==> config.mk <==
export PLATFORM = sky130hd
export DESIGN_NAME = fpgaminer_nonce_dispatcher
export DESIGN_NICKNAME = d
export VERILOG_FILES = /design/src/rtl/fpgaminer_nonce_dispatcher.sv
export SDC_FILE = /design/constraint.sdc
export NUM_CORES = 2
export LEC_CHECK = 0
export ABC_CLOCK_PERIOD_IN_PS = 6300
export CAP_MARGIN = 0
export CORE_AREA = 5 5 371 373
export DETAILED_ROUTE_END_ITERATION = 12
export DIE_AREA = 0 0 376 378
export MAX_ROUTING_LAYER = met4
export PLACE_DENSITY = 0.7
export SYNTH_ARGS = -nofsm -noshare
export SYNTH_HDL_FRONTEND = slang
export SYNTH_SLANG_ARGS = --single-unit
==> constraint.sdc <==
create_clock -name hash_clk -period 6.3 [get_ports hash_clk]
set_clock_uncertainty 0.15 [all_clocks]
set_input_delay 1.26 -clock hash_clk [delete_from_list [all_inputs] [get_ports hash_clk]]
set_output_delay 1.26 -clock hash_clk [all_outputs]
set_load 0.05 [all_outputs]
==> src/rtl/fpgaminer_nonce_dispatcher.sv <==
// Nonce dispatcher: spreads one job's nonce range over NUM_CORES hashing lanes and queues golden nonces.
// Define MINER_STATS_EN to add hash_count, the number of active-lane nonces issued for the current job.
module fpgaminer_nonce_dispatcher #(
  parameter int NUM_CORES    = 4,
  parameter int LOOP_LOG2    = 5,
  parameter int PIPE_ISSUES  = 2,
  parameter int RESULT_DEPTH = 8
) (
  input  logic                     hash_clk,
  input  logic                     reset_n,
  // job_* and result_* are valid/ready pairs: a transfer happens on a rising edge with valid and ready both high.
  input  logic                     job_valid,
  output logic                     job_ready,
  input  logic [255:0]             job_midstate,
  input  logic [95:0]              job_data,
  input  logic [31:0]              job_nonce_min,
  input  logic [31:0]              job_nonce_max,
  input  logic                     abort,
  output logic [255:0]             core_midstate,
  output logic [95:0]              core_data,
  output logic                     core_load,
  output logic [32*NUM_CORES-1:0]  core_nonce,
  input  logic [NUM_CORES-1:0]     core_hit,
  output logic                     busy,
  output logic                     job_done,
  output logic                     result_valid,
  input  logic                     result_ready,
  output logic [31:0]              result_nonce,
  output logic [3:0]               result_core,
  output logic [7:0]               drop_count,
  output logic [1:0]               fsm_state
`ifdef MINER_STATS_EN
  ,
  output logic [47:0]              hash_count
`endif
);

  localparam int CW = (LOOP_LOG2 > 0) ? LOOP_LOG2 : 1;
  localparam int AW = (RESULT_DEPTH > 1) ? $clog2(RESULT_DEPTH) : 1;
  localparam logic [32:0] STEP = 33'(NUM_CORES);
  localparam logic [31:0] BACK = 32'(PIPE_ISSUES * NUM_CORES);

  typedef enum logic [1:0] {
    S_IDLE  = 2'd0,
    S_RUN   = 2'd1,
    S_DRAIN = 2'd2
  } state_t;

  state_t                 state, state_nx;
  logic                   done_nx;
  logic                   accept;
  logic [CW-1:0]          slot_cnt;
  logic [3:0]             drain_cnt;
  logic [31:0]            max_q;
  logic [32:0]            lane_cnt   [NUM_CORES];
  logic [32:0]            next_cnt   [NUM_CORES];
  logic [31:0]            hit_nonce  [NUM_CORES];
  logic [31:0]            pend_nonce [NUM_CORES];
  logic [PIPE_ISSUES-1:0] hist       [NUM_CORES];
  logic [NUM_CORES-1:0]   cur_act, next_act, qual, cand, pending, sel_mask;
  logic                   has_sel;
  logic [3:0]             sel;
  logic [31:0]            sel_nonce;
  logic                   push, pop, full, wr_en;
  logic [AW-1:0]          wr_ptr, rd_ptr;
  logic [AW:0]            count;
  logic [35:0]            mem [RESULT_DEPTH];

  assign busy      = (state != S_IDLE);
  assign job_ready = (state == S_IDLE);
  assign fsm_state = state;
  assign accept    = (state == S_IDLE) && job_valid && !abort;
  assign core_load = busy && (slot_cnt == '0);

  // Lanes keep counting in 33 bits past the range end, so lane_cnt - BACK is always the nonce issued PIPE_ISSUES slots ago.
  always_comb begin
    for (int i = 0; i < NUM_CORES; i++) begin
      next_cnt[i]  = lane_cnt[i] + STEP;
      cur_act[i]   = (lane_cnt[i] <= {1'b0, max_q});
      next_act[i]  = (next_cnt[i] <= {1'b0, max_q});
      qual[i]      = core_load && core_hit[i] && hist[i][PIPE_ISSUES-1];
      hit_nonce[i] = lane_cnt[i][31:0] - BACK;
    end
  end

  // Hits in a slot cycle go out directly; the rest wait in pending, lowest lane first.
  always_comb begin
    cand      = core_load ? qual : pending;
    has_sel   = 1'b0;
    sel       = '0;
    sel_mask  = '0;
    sel_nonce = '0;
    for (int i = NUM_CORES - 1; i >= 0; i--) begin
      if (cand[i]) begin
        has_sel   = 1'b1;
        sel       = 4'(i);
        sel_mask  = NUM_CORES'(1) << i;
        sel_nonce = core_load ? hit_nonce[i] : pend_nonce[i];
      end
    end
  end

  assign pop   = result_valid && result_ready;
  assign full  = (count == (AW+1)'(RESULT_DEPTH));
  assign push  = has_sel && !abort;
  assign wr_en = push && (!full || pop);

  always_comb begin
    state_nx = state;
    done_nx  = 1'b0;
    case (state)
      S_IDLE:  if (accept) state_nx = S_RUN;
      S_RUN: begin
        if (abort) state_nx = S_IDLE;
        else if (core_load && (next_act == '0)) state_nx = S_DRAIN;
      end
      S_DRAIN: begin
        if (abort) state_nx = S_IDLE;
        else if (core_load && (drain_cnt == 4'(PIPE_ISSUES - 1))) begin
          state_nx = S_IDLE;
          done_nx  = 1'b1;
        end
      end
      default: state_nx = S_IDLE;
    endcase
  end

  always_ff @(posedge hash_clk or negedge reset_n) begin
    if (!reset_n) state <= S_IDLE;
    else          state <= state_nx;
  end

  always_ff @(posedge hash_clk or negedge reset_n) begin
    if (!reset_n) begin
      job_done      <= 1'b0;
      core_midstate <= '0;
      core_data     <= '0;
      core_nonce    <= '0;
      max_q         <= '0;
      slot_cnt      <= '0;
      drain_cnt     <= '0;
      pending       <= '0;
      for (int i = 0; i < NUM_CORES; i++) begin
        lane_cnt[i]   <= '0;
        hist[i]       <= '0;
        pend_nonce[i] <= '0;
      end
    end else begin
      job_done <= done_nx;
      if (accept) begin
        core_midstate <= job_midstate;
        core_data     <= job_data;
        max_q         <= job_nonce_max;
        slot_cnt      <= '0;
        drain_cnt     <= '0;
        for (int i = 0; i < NUM_CORES; i++) begin
          lane_cnt[i]            <= {1'b0, job_nonce_min} + 33'(i);
          core_nonce[32*i +: 32] <= job_nonce_min + 32'(i);
          hist[i]                <= '0;
        end
      end else if (busy) begin
        if (LOOP_LOG2 > 0) slot_cnt <= slot_cnt + 1'b1;
        if (core_load) begin
          if (state == S_DRAIN) drain_cnt <= drain_cnt + 4'd1;
          for (int i = 0; i < NUM_CORES; i++) begin
            lane_cnt[i] <= next_cnt[i];
            if (next_act[i]) core_nonce[32*i +: 32] <= next_cnt[i][31:0];
            hist[i] <= (hist[i] << 1) | PIPE_ISSUES'((state == S_RUN) && cur_act[i]);
          end
        end
      end
      if (core_load) begin
        for (int i = 0; i < NUM_CORES; i++) pend_nonce[i] <= hit_nonce[i];
      end
      if (abort) begin
        pending <= '0;
        for (int i = 0; i < NUM_CORES; i++) hist[i] <= '0;
      end else begin
        pending <= cand & ~sel_mask;
      end
    end
  end

  // Result FIFO; a pop in the same cycle frees the slot for a push even when full.
  always_ff @(posedge hash_clk or negedge reset_n) begin
    if (!reset_n) begin
      wr_ptr     <= '0;
      rd_ptr     <= '0;
      count      <= '0;
      drop_count <= '0;
    end else begin
      if (wr_en) wr_ptr <= wr_ptr + 1'b1;
      if (pop)   rd_ptr <= rd_ptr + 1'b1;
      case ({wr_en, pop})
        2'b10:   count <= count + 1'b1;
        2'b01:   count <= count - 1'b1;
        default: count <= count;
      endcase
      if (push && full && !pop && (drop_count != 8'hFF)) drop_count <= drop_count + 8'd1;
    end
  end

  always_ff @(posedge hash_clk) begin
    if (wr_en) mem[wr_ptr] <= {sel, sel_nonce};
  end

  assign result_valid = (count != '0);
  assign result_nonce = result_valid ? mem[rd_ptr][31:0]  : '0;
  assign result_core  = result_valid ? mem[rd_ptr][35:32] : '0;

`ifdef MINER_STATS_EN
  always_ff @(posedge hash_clk or negedge reset_n) begin
    if (!reset_n) hash_count <= '0;
    else if (accept) hash_count <= '0;
    else if (core_load && (state == S_RUN)) hash_count <= hash_count + 48'($countones(cur_act));
  end
`endif

endmodule
# Yosys cells after proc, flatten, opt, wreduce, memory -nomap -nowiden
# Memories as Yosys holds them, arrays and structs flattened.
# Index checks and enable logic that the tools add are counted.
[word_totals]
word_cells = 180
register_bits = 814
ram_bits = 288
inputBits = 425
output_inout_bits = 531
memories = 1
[memory_table]
columns = ["memory", "words", "word_bits", "read_ports", "rd_ports_with_merged_regs", "write_ports", "line_no", "text"]
rows = [
  ["mem", 8, 36, 1, 0, 1, "67", "logic [35:0] mem [RESULT_DEPTH];"],
]
[classes]
n_bitwise = 6
n_reduce_logical = 50
n_eq_ne = 10
magnitude_cmp = 8
muxes = 56
add_sub_neg = 21
[ops]
columns = ["cell", "n"]
rows = [
  ["32-bit two-way mux", 13],
  ["132-bit two-way mux", 3],
  ["128-bit two-way mux", 3],
  ["33-bit by 32-bit less-or-equal comparator with 1-bit output", 8],
  ["33-bit by 3-bit adder with 33-bit output, second input constant", 4],
  ["32-bit by 4-bit subtractor with 32-bit output, second input constant", 4],
  ["32-bit by 2-bit adder with 33-bit output, second input constant", 2],
  ["32-bit by 2-bit adder with 32-bit output, second input constant", 2],
  ["4-bit two-way mux", 14],
  ["32-bit by 1-bit adder with 33-bit output, second input constant", 1],
  ["32-bit by 1-bit adder with 32-bit output, second input constant", 1],
  ["8-bit two-way mux", 4],
  ["1-bit logical AND", 23],
  ["3-bit AND reduction", 6],
  ["2-bit nonzero test", 9],
  ["2-bit two-way mux", 6],
  ["5-bit two-way mux", 2],
  ["1-bit two-way mux", 9],
  ["4-bit by 1-bit adder with 4-bit output, second input constant", 2],
  ["8-bit by 1-bit adder with 8-bit output, second input constant", 1],
  ["8-bit != test, second input constant", 1],
  ["2-bit by 1-bit bitwise OR with 2-bit output", 4],
  ["4-bit case mux with 2 select lines", 1],
  ["3-bit by 1-bit adder with 3-bit output, second input constant", 2],
  ["other kinds (19)", 26],
]

# Logic depth before layout (Yosys ltp)
[logic_depth]
word_depth = 13
mapped_depth = 18
mapped_depth_nobuf = 16

# Worst setup path after synthesis
# No wires, ideal clock.
[synth_path]
path_kind = "reg-to-reg"
start = "register state[0] (netlist: fsm_state[0])"
end = "memory mem[2][0], enable pin"
n_path_buf = 1
period_less_slack_ps = 6843
t_required_ps = 5628
setup_ps = 522
setup_slack_ps = -543
stages_incl_launch_ff = 9
arrival_time_ps = 6171
cell_sequence = "dfrtp_1 > or2_2 > clkbuf_1 > nand2_1 > inv_1 > a31oi_1 > a31oi_1 > nand2_1 > nor4b_1"
[synth_via]
elab_chain_len = 13
elab_cells_between_ends = 19
classes_between = "7 x mux; 12 x reduce/logical"
[synth_lines]
columns = ["element", "line_no", "text"]
rows = [
  ["from (decl)", "49", "state_t state, state_nx;"],
  ["from (signal assigned)", "130", "else state <= state_nx;"],
  ["2-bit nonzero test (*)", "69", "assign busy = (state != S_IDLE);"],
  ["net busy", "24", "output logic busy,"],
  ["1-bit logical AND (*)", "73", "assign core_load = busy && (slot_cnt == '0);"],
  ["1-bit logical AND (2 in series)", "81", "qual[i] = core_load && core_hit[i] && hist[i][PIPE_ISSUES-1];"],
  ["4-bit two-way mux (*)", "88", "cand = core_load ? qual : pending;"],
  ["1-bit two-way mux (3 in series)", "94", "if (cand[i]) begin"],
  ["1-bit two-way mux (*)", "94", ""],
  ["1-bit logical AND (*)", "105", "assign push = has_sel && !abort;"],
  ["1-bit logical AND (*)", "106", "assign wr_en = push && (!full || pop);"],
  ["1-bit two-way mux (*)", "204", "if (wr_en) mem[wr_ptr] <= {sel, sel_nonce};"],
  ["1-bit two-way mux (implied by the code) (*)", "204", ""],
  ["to (decl)", "67", ""],
]
# The timed path passes the listed nets; every way through them passes the cells marked *.

# Worst setup path in the final report
[layout_path]
start = "register lane_cnt[68] (netlist name)"
end = "register core_nonce[62]"
[layout_via]
elab_chain_len = 5
elab_cells_between_ends = 8
classes_between = "1 x add/sub; 1 x order compare; 4 x mux; 2 x reduce/logical"
[layout_lines]
columns = ["element", "line_no", "text"]
rows = [
  ["from (decl)", "55", "logic [32:0] lane_cnt [NUM_CORES];"],
  ["from (signal, indexed assignment)", "157", "lane_cnt[i] <= {1'b0, job_nonce_min} + 33'(i);"],
  ["from (signal, indexed assignment)", "166", "lane_cnt[i] <= next_cnt[i];"],
  ["33-bit by 3-bit adder with 33-bit output (*)", "78", "next_cnt[i] = lane_cnt[i] + STEP;"],
  ["parallel branches: the longest is 4 deep, another holds 33-bit by 32-bit less-or-equal comparator with 1-bit output", "n/a", ""],
  ["to (signal, indexed assignment)", "158", "core_nonce[32*i +: 32] <= job_nonce_min + 32'(i);"],
  ["to (signal, indexed assignment)", "167", "if (next_act[i]) core_nonce[32*i +: 32] <= next_cnt[i][31:0];"],
  ["to (decl)", "22", "output logic [32*NUM_CORES-1:0] core_nonce,"],
]
# Every way passes the cells marked *. The select of a mux whose other input is x is not followed.
# A chain may end at the register's enable or synchronous reset.

==> results.md <==
* Worst vdd ir at around 0.00034 V
* Setup ws final at a little under 0.8 ns
* Leak at around 29 nW
* Crit path required time at around 6.8 ns
* Nets at between 6k and 7k
* Mapped Area at around 0.053 sq mm
* Io pins at around 960
* Die W at between 300 and 400 um
* Initial antenna violation count at a little over 80
* Max-slew headroom at 10.6%
* Die height at between 300 and 400 um
* Post-route ant nets at 0
* Reg2reg path depth at 18
* Dpl ws at around 0.84 ns
* Actual slew at the worst max-slew pin at roughly 1.3 ns
* Synthesized flop and latch total at around 1.1k
* Final period utilization at 87.6%
* Hold Crit Depth at 2
* Starting density of the core at just under 40%
* First-pass GRT wire length at roughly 340000 um
* Worst-path clk slew at approximately 0.060 ns
* Fill cells at 12.3k
* Gr ovfl total at 0
* Post-route DRC at 0
* Min-Delay Path Class: flop to flop
* Final setup TNS at 0 ns
* Commonest non-fill, non-tap cell in the layout: nand2_1
* Max Used Layer: met4
* Synth Flop Type: dfrtp_1
* CTS Buffer Depth at 3
* Worst Setup End Kind: flop
* Gr usage total at roughly a third
* CP Class: flop to flop
* Pwr dens at ~460 mW/mm^2
* Initial DRC count at roughly 4.8k
* Sink Count at ~1.1k
* Finished Cell Area at roughly 0.069 sq mm
* CTS tree: done
* Detailed-route wire length at roughly 250000 um
* Ys Warns at 0
* Vias in the first global route at 44.0k
* Power Total at between 30 and 40 mW
* WL met2 at between 100000 and 150000 um
* Routed vias/inst at 5.61
* GP Congestion at between 0.9 and 1
* Achievable frequency at ~180 MHz
* Area Overhead vs Synth at 29.8%
* Slew Limit Fails at 0
* Met1 WL at slightly above 100000 um
* Largest net degree at the start of global routing at ~190
* Routed vias at around 45k
* Outcome: finished clean
* TritonCTS Buffers at 116
* Most frequent cells in the layout: 1487 x nand2_1, 952 x clkdlybuf4s50_1, 777 x dfrtp_1
* Cell area after placement at 0.0648 sq mm
* Post-synthesis cell count at roughly 5.3k
* Critical path startpoint category: flop
* CTS root buffer: clkbuf_16
* Post-synth EDFFs at ~270
* Final Setup Violations at 0
* Met3 routed WL at between 20000 and 30000 um
* Post-DP HPWL at 197000 um
* Ratio of cells with drive above 1 in the final layout at around 8%
* Port bufs at about 950
* Min Tclk post-route at around 5.5 ns
* Row Count at 135
* Area of the core at ~0.13 sq mm
* Yosys cell types at 80
* Clock latency on the worst-skew pair at 0.77 ns
* Syn Area/Cell at 9.98 sq um
* CTS HTree Levels at 3
* Die area at 0.142 sq mm
* CP max FO at 14
* Synth async-reset ratio at roughly three quarters
* Sequential area share after synthesis at 52.0%
* Max Cap Viol at 0
* Mean routed wirelength per cell at a little over 30 um
* CP arrival at just under 6 ns
* CTS Hold Bufs at 0
* Pre-Repair DR Iteration Count at 6
* # resized after CTS at 0
* Setup Buffers After CTS at 0
* Final Hold Vio Count at 0
* RSZ-0062 raised after global routing: false
-- metrics by stage --
stage | cells | util (%) | hold WS [ns]
final | 8109 | 51.4 | 0.322
after floorplan | 5330 | - | 0.285
after global routing | 8100 | 51.4 | 0.334
after CTS | 8052 | 51.3 | 0.324
after detailed placement | 7839 | 48.3 | 0.309
after global placement | 7839 | 48.3 | 0.299
-- per-layer routing --
metal	up-vias	global-route usage [%]
li1	20100	-
met1	22800	46.5
met2	2175	51.1
met3	387	9.27
met4	0	14.8
met5	-	-
-- final timing paths --
| kind | start | end | slack [ns] |
|---|---|---|---|
| worst max-delay path | lane_cnt[68] | core_nonce[62] | 0.78 |
| worst min-delay path | pend_nonce[88] | pend_nonce[88] | 0.32 |
| worst max register to register | lane_cnt[68] | core_nonce[62] | 0.78 |
| worst min register to register | pend_nonce[88] | pend_nonce[88] | 0.32 |
| max in group asynchronous | reset_n | core_midstate[212] | 4.06 |
| min in group asynchronous | reset_n | max_q[24] | 0.33 |
-- area by class of cell --
class                           instances  area [sq um]  area share, %
Sequential cell                      1052         27700           40.1
Multi-Input combinational cell       3839         23900           34.7
Timing Repair Buffer                 1065         10600           15.4
Clock buffer                          156          3270           4.74
Tap cell                             1781          2230           3.23
Clock inverter                         57           777           1.13
Inverter                              102           383          0.555
Antenna cell                           57           143          0.207
-- critical path, cell delays in order, from the launching register on --
cell	delay [ns]
dfrtp_1	0.47
ha_1	0.27
nand3_1	0.13
nor4_1	0.64
nand2_1	0.15
or3_1	0.49
nor4_1	0.28
xor2_1	0.25
ha_1	0.28
a21o_1	0.16
a21o_1	0.21
a2111oi_0	0.37
o211ai_1	0.16
a211oi_1	0.36
buf_4	0.21
nor2_2	0.04
nor2_2	0.12
buf_4	0.22
mux2_2	0.36
-- flip-flops by register name, indices dropped and copies added (netlist names) --
name / count
core_data: 96
core_midstate: 256
mem: 272
core_nonce: 128
pending: 3
count: 4
rd_ptr: 3
drain_cnt: 4
max_q: 32
hist: 8
wr_ptr: 3
slot_cnt: 5
fsm_state: 2
drop_count: 8
job_done: 1
pend_nonce: 97
lane_cnt: 130
-- kinds of logic after synthesis --
group	synth area share (%)
buffers and inverters	3.20
adders and majority gates	6.41
xor gates and xnor gates	5.85
DFF	52.0
AOI/OAI and AO/OA	8.00
and+or+nand+nor	18.5
muxes	6.02
other	0.00705
-- Yosys cell counts, types with 31 or more instances --
cell,count,area [sq um]
a21o_1,40,300
a21oi_1,194,971
and3_1,31,194
clkbuf_1,278,1040
dfrtp_1,780,19500
edfxtp_1,272,8170
ha_1,271,3390
inv_1,102,383
mux2_2,88,991
mux2i_1,68,681
mux4_2,68,1530
nand2_1,1489,5590
nand3_1,104,521
nand4_1,86,538
nor2_1,331,1240
nor3_1,72,360
nor4_1,43,269
o21a_1,33,248
o21ai_0,210,1050
xnor2_1,196,1720
xor2_1,159,1390
-- power by group --
group          switching [mW]  internal (mW)
Combinational            8.82           4.90
Clock                    3.02           4.29
Sequential               2.02           8.50
Note: power is estimated with default switching activity, not from simulation.
